==> config.mk <==
export PLATFORM = sky130hd
export DESIGN_NAME = encoder_8to3
export DESIGN_NICKNAME = d
export VERILOG_FILES = /design/src/rtl/encoder_pkg.sv /design/src/rtl/encoder_8to3_core.sv /design/src/rtl/encoder_8to3.sv
export SDC_FILE = /design/constraint.sdc
export NUM_CORES = 1
export LEC_CHECK = 0
export BUFFER_PORTS_ARGS = -buffer_cell sky130_fd_sc_hd__buf_2
export CORE_AREA = 2 2 39 41
export DETAILED_ROUTE_END_ITERATION = 16
export DIE_AREA = 0 0 41 43
export GPL_TIMING_DRIVEN = 0
export HOLD_SLACK_MARGIN = 0.15
export PLACE_DENSITY_LB_ADDON = 0.05
export SETUP_SLACK_MARGIN = 0.1
export SLEW_MARGIN = 5
export SYNTH_ARGS = -nofsm -noshare
export SYNTH_HDL_FRONTEND = slang
export SYNTH_HIERARCHICAL = 1
export SYNTH_SLANG_ARGS = --single-unit
==> constraint.sdc <==
create_clock -name clk -period 0.8 [get_ports clk]
set_input_delay 0.04 -clock clk [delete_from_list [all_inputs] [get_ports clk]]
set_output_delay 0.04 -clock clk [all_outputs]
set_load 0.02 [all_outputs]
==> src/rtl/encoder_pkg.sv <==
// Shared widths and encoding helpers for the 8-to-3 binary encoder.
// Both priority directions and the multi-hot detector live here so the core stays a thin wrapper.
package encoder_pkg;

  localparam int ENC_IN_W  = 8;
  localparam int ENC_OUT_W = 3;

  // Index of the winning request line; prio_msb selects highest (1) or lowest (0) set bit.
  function automatic logic [ENC_OUT_W-1:0] onehot_to_idx(
    input logic [ENC_IN_W-1:0] vec,
    input logic                prio_msb
  );
    logic [ENC_OUT_W-1:0] idx;
    idx = {ENC_OUT_W{1'b0}};
    if (prio_msb) begin
      // Ascending scan: the last set bit seen is the highest one.
      for (int i = 0; i < ENC_IN_W; i++) begin
        if (vec[i]) begin
          idx = ENC_OUT_W'(i);
        end else begin
          idx = idx;
        end
      end
    end else begin
      // Descending scan: the last set bit seen is the lowest one.
      for (int i = ENC_IN_W - 1; i >= 0; i--) begin
        if (vec[i]) begin
          idx = ENC_OUT_W'(i);
        end else begin
          idx = idx;
        end
      end
    end
    return idx;
  endfunction

  // True when at least two request lines are set: OR over every distinct pair.
  function automatic logic is_multi_hot(input logic [ENC_IN_W-1:0] vec);
    logic multi;
    multi = 1'b0;
    for (int i = 0; i < ENC_IN_W - 1; i++) begin
      for (int j = i + 1; j < ENC_IN_W; j++) begin
        multi = multi | (vec[i] & vec[j]);
      end
    end
    return multi;
  endfunction

endpackage

==> src/rtl/encoder_8to3_core.sv <==
// Combinational encode stage: index, any-request and multi-request flags for one request vector.
module encoder_8to3_core
  import encoder_pkg::*;
#(
  parameter bit PRIORITY_MSB = 1'b1
) (
  input  logic [ENC_IN_W-1:0]  y,
  output logic [ENC_OUT_W-1:0] a_nxt,
  output logic                 valid_nxt,
  output logic                 multi_hot_nxt
);

  logic [ENC_OUT_W-1:0] idx_s;
  logic                 valid_s;
  logic                 multi_s;

  // Encode; an empty vector reports index 0 with valid low.
  always_comb begin
    idx_s   = {ENC_OUT_W{1'b0}};
    valid_s = |y;
    multi_s = is_multi_hot(y);
    if (valid_s) begin
      idx_s = onehot_to_idx(y, PRIORITY_MSB);
    end else begin
      idx_s = {ENC_OUT_W{1'b0}};
    end
  end

  assign a_nxt         = idx_s;
  assign valid_nxt     = valid_s;
  assign multi_hot_nxt = multi_s;

endmodule

==> src/rtl/encoder_8to3.sv <==
// 8-to-3 encoder with one cycle of latency: async-reset register stage around the encode core.
module encoder_8to3
  import encoder_pkg::*;
#(
  parameter bit PRIORITY_MSB = 1'b1
) (
  input  logic                 clk,
  input  logic                 rst,
  input  logic [ENC_IN_W-1:0]  y,
  output logic [ENC_OUT_W-1:0] a,
  output logic                 valid,
  output logic                 multi_hot
);

  logic [ENC_OUT_W-1:0] a_nxt_s;
  logic                 valid_nxt_s;
  logic                 multi_hot_nxt_s;
  logic [ENC_OUT_W-1:0] a_r;
  logic                 valid_r;
  logic                 multi_hot_r;

  encoder_8to3_core #(
    .PRIORITY_MSB (PRIORITY_MSB)
  ) u_core (
    .y             (y),
    .a_nxt         (a_nxt_s),
    .valid_nxt     (valid_nxt_s),
    .multi_hot_nxt (multi_hot_nxt_s)
  );

  // Output registers; reset clears them immediately and drops any pending sample.
  always_ff @(posedge clk or posedge rst) begin
    if (rst) begin
      a_r         <= {ENC_OUT_W{1'b0}};
      valid_r     <= 1'b0;
      multi_hot_r <= 1'b0;
    end else begin
      a_r         <= a_nxt_s;
      valid_r     <= valid_nxt_s;
      multi_hot_r <= multi_hot_nxt_s;
    end
  end

  assign a         = a_r;
  assign valid     = valid_r;
  assign multi_hot = multi_hot_r;

endmodule

==> summary.txt, run 1 <==
Hold path
  – Min-Delay Endpoint: a[1]
  – Worst hold path class: input port to flop
  – Hold wc startpoint: y[4]
  – Worst Hold Depth: 2

Layout
  – Antenna diodes: 0
  – # nets final: 58
  – Finished Cell Area: 452.9 um^2
  – Fraction of layout instances using a drive strength above 1: 44.68%
  – Area growth, synth to finish: 90.53%
  – Final core occ: 32.73%

Worst setup path
  – Worst EP required: 0.91 ns
  – Worst EP arrival: 0.96 ns
  – Crit path kind: input port to flop
  – Crit-path max FO: 6
  – Setup crit start kind: input port
  – CP Capture Type: flop

Synthesis
  – Largest cells by area after synthesis: dfrtp_1, a21oi_1, nor2_1
  – Top-count cell post-synth: dfrtp_1
  – Post-Syn Instances: 25
  – Post-synth top area share: 52.63%
  – Number of synthesized flops with an enable pin: 0
  – Register area share after synthesis: 52.63%
  – Mapped Area: 237.7 um^2
  – Synth Warn #: 6
  – Synth async-reset ratio: 100.0%
  – Post-Syn Area per Cell: 9.509 um^2
  – Synth cell types: 13
  – #FFs+latches synth: 5
  – Post-synth top cells: dfrtp_1, nor2_1, a21oi_1, inv_1, o31ai_1
  – Post-synth top flop: dfrtp_1
  – Leading area contributor after synthesis: dfrtp_1
  – Syn_nets: 35

Drt
  – DR vias: 260
  – Routed wire per std cell: 9.111 um
  – Total wire length: 574 um
  – DRT antenna net count: 0
  – Drt pass-1 iters: 5
  – Via density: 4.127
  – DR iter-0 viols: 9
  – DRC errors left: 0

Power and ir drop
  – Overall Power: 0.6784 mW
  – Leak pwr: 0.1972 nW
  – Max VDD drop: 0.4103 mV
  – Power Dens Cells: 1498 mW/mm^2

Clocking
  – Hold buffer count at cts: 1
  – Clock Path Buffers: 2
  – H-tree Lvls: 1
  – Worst-path clk slew: 0.04 ns
  – # clock sinks: 5
  – TritonCTS clock tree: yes
  – Clock tree root buffer cell: clkbuf_4
  – TritonCTS buffer count: 3

Floorplan
  – Die W: 41 um
  – Num ports: 15
  – CORE AREA: 0.001384 mm^2
  – Die Ht: 43 um
  – Initial Util: 17.18%
  – Placement Rows: 14
  – Die area: 0.001763 mm^2

GRT
  – GRT Util Overall: 7.646%
  – Largest net degree at the start of global routing: 7
  – Vias in the first global route: 230
  – Global-route wire length before repair: 828 um
  – Initial antenna violation count: 0
  – Gr ovfl total: 0

Placed design
  – Placed cell areas: 336.6 um^2
  – RePlAce Congestion: 0.6411
  – PortBufs: 14

Outcome
  – Failing checks: setup timing
  – Status: finished with violations

Timing
  – Final Hold Fails: 0
  – Fin Setup TNS: -0.05442 ns
  – Worst slew margin: 79.88%
  – RSZ-0062 raised after global routing: yes
  – Setup violators final: 1
  – Final min period: 0.8544 ns
  – Slew @ Worst Pin: 0.2995 ns
  – Fin. max-slew vios: 0
  – Setup ws final: -0.05442 ns
  – Max Freq: 1170 MHz
  – Fin crit share: 106.8%

Run
  – Max-capacitance violation count: 0
## where the power goes
| group | total (mW) | switching, mW | internal [mW] |
|---|---|---|---|
| clock network | 0.279 | 0.0910 | 0.188 |
| registers | 0.266 | 0.00344 | 0.262 |
| logic | 0.134 | 0.0624 | 0.0716 |
| total | 0.678 | 0.157 | 0.522 |
## sequential cells by signal, summed over array words and instances, names as in the netlist
name,flops
multi_hot,1
valid,1
a,3
## how the worst max path moves through the flow
stage | startpoint | endpoint | slack (ns)
after floorplan | y[6] | multi_hot | -0.09
after global placement | y[6] | multi_hot | -0.32
after detailed placement | y[6] | multi_hot | -0.34
after CTS | y[5] | multi_hot | -0.05
after global routing | y[7] | multi_hot | -0.10
final | y[6] | multi_hot | -0.05
## area by class of cell
cell class | count | area, um^2
fillers | 140 | 930.9
repair buffers | 18 | 160.2
flip-flops and latches | 5 | 125.1
multi-input cells | 17 | 110.1
clock buffers | 4 | 26.28
well taps | 16 | 20.02
inverters | 3 | 11.26
## placed cells by master (no fill, tap or decap), drive strengths merged
cell,count
buf,17
dfrtp,5
nor2,4
clkbuf,4
inv,3
a21oi,3
o31ai,2
dlygate4sd3,1
nor4,1
nand3,1
nand2b,1
o21bai,1
a222oi,1
o21ai,1
nand2,1
or3,1
## critical path, stage by stage
cell	delay, ns
buf_2	0.14
a222oi_1	0.33
nand2_1	0.07
or3_1	0.37
## metal layers
layer / share of wire [%] / track usage [%]
met5: 0 / 0
met4: 0 / 10.00
met3: 14 / 1.571
met2: 47 / 10.63
met1: 39 / 7.767
## cell families after synthesis
logic type	share of synthesized area, %
simple gates	20.52
buf+inv	4.737
compound gates	22.10
flops	52.63
## per-stage QoR
stage | hold slack [ns] | std cells | worst slack [ns]
2_1_floorplan | -0.1815 | 25 | -0.09254
3_3_place_gp | -0.06563 | 55 | -0.3205
3_5_place_dp | -0.06096 | 55 | -0.3397
4_1_cts | 0.005444 | 62 | -0.04724
5_1_grt | 0.02188 | 63 | -0.1045
6_report | 0.01199 | 63 | -0.05442
## what timing repair did
item                                    CTS  global route
pin swaps                                 3             3
buffers inserted                          2             1
endpoints found under the setup margin    6             6
endpoints found under the hold margin    10             4
gates cloned                              0             0
gates resized for setup                  15             4
Note: power is estimated with default switching activity, not from simulation.
==> run 2: changes to the inputs <==
==> constraint.sdc (replaced) <==
create_clock -name clk -period 0.8 [get_ports clk]
set_input_delay 0.04 -clock clk [delete_from_list [all_inputs] [get_ports clk]]
set_output_delay 0.04 -clock clk [all_outputs]
set_load 0.005 [all_outputs]
==> summary.txt, run 2 (synthesis gave the netlist of run 1 again) <==
Outcome
  – Status: finished with violations
  – Failing checks: setup timing

Timing
  – Max Freq: 1170 MHz
  – Setup ws final: -0.05442 ns
  – Final Hold Fails: 0
  – Slew @ Worst Pin: 0.2995 ns
  – Worst slew margin: 79.88%
  – RSZ-0062 raised after global routing: yes
  – Fin crit share: 106.8%
  – Final min period: 0.8544 ns
  – Setup violators final: 1
  – Fin. max-slew vios: 0

Layout
  – Area growth, synth to finish: 77.37%
  – Max reg flops: 3
  – Commonest non-fill, non-tap cells in the layout: buf_2, dfrtp_1, nor2_1
  – Final cell count without fillers: 63
  – Commonest non-fill, non-tap cell in the layout: buf_2
  – Fraction of layout instances using a drive strength above 1: 44.68%
  – Final core occ: 30.47%
  – Antenna diodes: 0
  – Finished Cell Area: 421.7 um^2
  – # nets final: 58

Clocking
  – TritonCTS clock tree: yes
  – Hold buffer count at cts: 1
  – TritonCTS buffer count: 3
  – Clock tree root buffer cell: clkbuf_4
  – Worst-path clk slew: 0.04 ns
  – # clock sinks: 5
  – H-tree Lvls: 1
  – Clock Path Buffers: 2

Placed design
  – Placed Cells: 55
  – Placed cell areas: 336.6 um^2
  – PortBufs: 14
  – RePlAce Congestion: 0.6411

Drt
  – Drt pass-1 iters: 5
  – DRT antenna net count: 0
  – DR iter-0 viols: 9
  – Via density: 4.127
  – DR vias: 260
  – Routed wire per std cell: 9.222 um
  – DRC errors left: 0
  – Total wire length: 581 um

Worst setup path
  – Crit-path max FO: 6
  – Worst EP required: 0.91 ns
  – Crit path cell chain: buf_2 -> a222oi_1 -> nand2_1 -> or3_1
  – CP Capture Type: flop
  – Setup crit start kind: input port
  – CP bufs+invs: 1
  – Worst path max stage delay: 0.37 ns
  – Crit path kind: input port to flop
  – Cell family with most CP delay: simple AND/OR/NAND/NOR gates
  – Worst EP arrival: 0.96 ns
  – Worst path slowest cell: or3_1

Power and ir drop
  – Clock share of power: 42.4%
  – Power share of the combinational group: 17.5%
  – Leak pwr: 0.1807 nW
  – Power Dens Cells: 1558 mW/mm^2
  – Switching share of power: 22.12%
  – Internal power consumption: 0.5116 mW
  – Sequential power share: 40.1%
  – Psw: 0.1453 mW
  – Overall Power: 0.6569 mW
  – Max VDD drop: 0.4024 mV

GRT
  – Initial antenna violation count: 0
  – Largest net degree at the start of global routing: 7
  – Vias in the first global route: 230
  – GRT Util Overall: 7.646%
  – Gr ovfl total: 0
  – Global-route wire length before repair: 828 um

Floorplan
  – Placement Rows: 14
  – Die area: 0.001763 mm^2
  – Num ports: 15
  – CORE AREA: 0.001384 mm^2
  – Die Ht: 43 um
  – Die W: 41 um
  – Initial Util: 17.18%

Hold path
  – Worst hold path class: input port to flop

Run
  – Max-capacitance violation count: 0
==> run 2: cell types whose count changed in the layout (fill, tap and decap cells not counted) <==
cell | previous run | this run
buf_6 | 6 | 1
buf_2 | 6 | 11
==> run 2: cell type report <==
class | instances | area, um^2
Multi-Input combinational cell | 17 | 110.1
Timing Repair Buffer | 18 | 128.9
Inverter | 3 | 11.26
Clock buffer | 4 | 26.28
Sequential cell | 5 | 125.1
Tap cell | 16 | 20.02
Fill cell | 144 | 962.2
==> run 2: what timing repair did <==
item,in CTS,in global routing
gates resized for setup,5,4
pin swaps,3,3
hold endpoints to repair,10,4
buffers inserted,2,1
setup endpoints to repair,6,6
==> run 2: worst paths after layout <==
check	start	endpoint	slack, ns	cells after the start
max	y[6]	multi_hot	-0.05	4
min	y[4]	a[1]	0.01	2
max in group asynchronous	rst	valid	0.40	3
min in group asynchronous	rst	a[1]	0.24	3
==> run 2: metrics by stage <==
step	setup slack (ns)	hold slack (ns)	setup TNS, ns
after floorplan	-0.09254	-0.1815	-0.09254
after global placement	-0.3205	-0.06563	-0.3205
after detailed placement	-0.3397	-0.06096	-0.3494
after CTS	-0.04724	0.005444	-0.04724
after global routing	-0.1045	0.02188	-0.1045
final	-0.05442	0.01199	-0.05442
==> run 2: metal layers <==
metal | part of all wire [%] | vias to the layer above | GRT usage (%)
met5 | 0 | - | 0
met3 | 15 | 0 | 1.571
li1 | - | 134 | -
met1 | 38 | 107 | 7.767
met4 | 0 | 0 | 10.00
met2 | 46 | 19 | 10.63
==> run 2: power by group through the flow <==
stage	registers, mW	clock network [mW]	logic (mW)
CTS	0.264	0.299	0.108
global placement	0.267	0	0.0891
detailed placement	0.267	0	0.0905
global route	0.264	0.309	0.128
floorplan	0.269	0	0.0341
finish	0.264	0.279	0.115
==> run 3: changes to the inputs <==
--- a/config.mk
+++ b/config.mk
@@ -5,10 +5,10 @@
 export SDC_FILE = /design/constraint.sdc
 export NUM_CORES = 1
 export LEC_CHECK = 0
-export BUFFER_PORTS_ARGS = -buffer_cell sky130_fd_sc_hd__buf_2
 export CORE_AREA = 2 2 39 41
 export DETAILED_ROUTE_END_ITERATION = 16
 export DIE_AREA = 0 0 41 43
+export DONT_BUFFER_PORTS = 1
 export GPL_TIMING_DRIVEN = 0
 export HOLD_SLACK_MARGIN = 0.15
 export PLACE_DENSITY_LB_ADDON = 0.05
==> constraint.sdc (replaced) <==
create_clock -name clk -period 0.95 [get_ports clk]
set_input_delay 0.0475 -clock clk [delete_from_list [all_inputs] [get_ports clk]]
set_output_delay 0.0475 -clock clk [all_outputs]
set_load 0.005 [all_outputs]
==> summary.txt, run 3 (synthesis gave the netlist of run 1 again) <==
Outcome
  – Status: finished with violations
  – Failing checks: hold timing

Run
  – Max-capacitance violation count: 0

Timing
  – Worst slew margin: 80.00%
  – RSZ-0062 raised after global routing: no
  – Fin. max-slew vios: 0
  – Final Hold Fails: 3
  – Setup violators final: 0
  – Max Freq: 1378 MHz
  – Fin Setup TNS: 0 ns
  – Slew @ Worst Pin: 0.2978 ns
  – Hold_ws: -0.08203 ns
  – Final min period: 0.7254 ns
  – Fin crit share: 76.36%

Drt
  – DRC errors left: 0
  – DR vias: 201
  – DRT antenna net count: 0
  – Routed wire per std cell: 9.979 um
  – DR iter-0 viols: 1
  – Drt pass-1 iters: 4
  – Via density: 4.277
  – Total wire length: 469 um

Worst setup path
  – Worst path slowest cell: or3_1
  – Cell family with most CP delay: simple AND/OR/NAND/NOR gates
  – Worst path max stage delay: 0.35 ns
  – Crit-path max FO: 6
  – Crit path kind: input port to flop
  – CP Capture Type: flop
  – CP bufs+invs: 0
  – Worst EP arrival: 0.83 ns
  – Crit path cell chain: nor4_4 -> a21oi_1 -> or3_1
  – Worst EP required: 1.06 ns
  – Setup crit start kind: input port

Power and ir drop
  – Power Dens Cells: 1592 mW/mm^2
  – Leak pwr: 0.1097 nW
  – Max VDD drop: 0.3739 mV

GRT
  – Vias in the first global route: 188
  – Largest net degree at the start of global routing: 7
  – GRT Util Overall: 6.426%
  – Global-route wire length before repair: 683 um
  – Gr ovfl total: 0
  – Initial antenna violation count: 0

Placed design
  – Final HPWL DP: 408 um
  – Placed cell areas: 266.5 um^2
  – PortBufs: 0
  – RePlAce Congestion: 0.6086
  – Placed Cells: 41

Clocking
  – Hold buffer count at cts: 2
  – TritonCTS buffer count: 3
  – H-tree Lvls: 1
  – # clock sinks: 5
  – Worst-path clk slew: 0.04 ns
  – TritonCTS clock tree: yes
  – Clock tree root buffer cell: clkbuf_4
  – Clock Path Buffers: 2

Layout
  – Commonest non-fill, non-tap cells in the layout: dfrtp_1, inv_1, clkbuf_4, nor2_1, a21oi_1
  – Antenna diodes: 0
  – Finished Cell Area: 315.3 um^2
  – Area growth, synth to finish: 32.63%
  – Max reg flops: 3
  – Fraction of layout instances using a drive strength above 1: 16.13%
  – # nets final: 42
  – Final cell count without fillers: 47
  – Commonest non-fill, non-tap cell in the layout: dfrtp_1

Floorplan
  – Die W: 41 um
  – Die Ht: 43 um
  – Num ports: 15
  – Initial Util: 17.18%
  – Placement Rows: 14
  – Die area: 0.001763 mm^2
  – CORE AREA: 0.001384 mm^2

Hold path
  – Worst hold path class: input port to flop
-- run 3: cell type report --
cell class	count	area, um^2
fillers	149	1069
well taps	16	20.02
repair buffers	2	20.02
multi-input cells	17	112.6
inverters	3	11.26
clock buffers	4	26.28
flip-flops and latches	5	125.1
-- run 3: worst paths after layout --
check                      startpoint        end  slack (ns)  depth (start not counted)
worst max-delay path             y[6]  multi_hot        0.22                          3
worst min-delay path             y[5]       a[2]       -0.08                          2
max in group asynchronous         rst       a[2]        0.64                          2
min in group asynchronous         rst       a[0]        0.15                          2
-- run 3: metal layers --
layer | vias up | track usage [%] | share of wire, %
met3 | 0 | 2.094 | 19
met2 | 15 | 7.187 | 39
met4 | 0 | 8.000 | 0
li1 | 101 | - | -
met1 | 85 | 8.039 | 42
met5 | - | 0 | 0
-- run 3: repair_timing --
action / 4_1_cts / 5_1_grt
setup buffers: 0 / 0
endpoints found under the setup margin: 0 / 1
endpoints found under the hold margin: 10 / 4
gates resized for setup: 0 / 1
-- run 3: metrics by stage --
| step | setup slack, ns | util, % | power [mW] | hold WS (ns) |
|---|---|---|---|---|
| after floorplan | 0.04996 | - | 0.2552 | -0.1740 |
| after global placement | -0.02848 | 19.26 | 0.2612 | -0.1620 |
| after detailed placement | -0.03600 | 19.26 | 0.2615 | -0.1552 |
| after CTS | 0.1645 | 22.60 | 0.5142 | -0.09104 |
| after global routing | 0.1783 | 22.78 | 0.5265 | -0.06978 |
| final | 0.2246 | 22.78 | 0.5020 | -0.08203 |
-- run 3: where the power goes --
| part | switching [mW] | internal [mW] | total (mW) |
|---|---|---|---|
| logic | 0.0181 | 0.0220 | 0.0401 |
| registers | 0.00332 | 0.221 | 0.224 |
| clock network | 0.0795 | 0.158 | 0.238 |
| total | 0.101 | 0.401 | 0.502 |
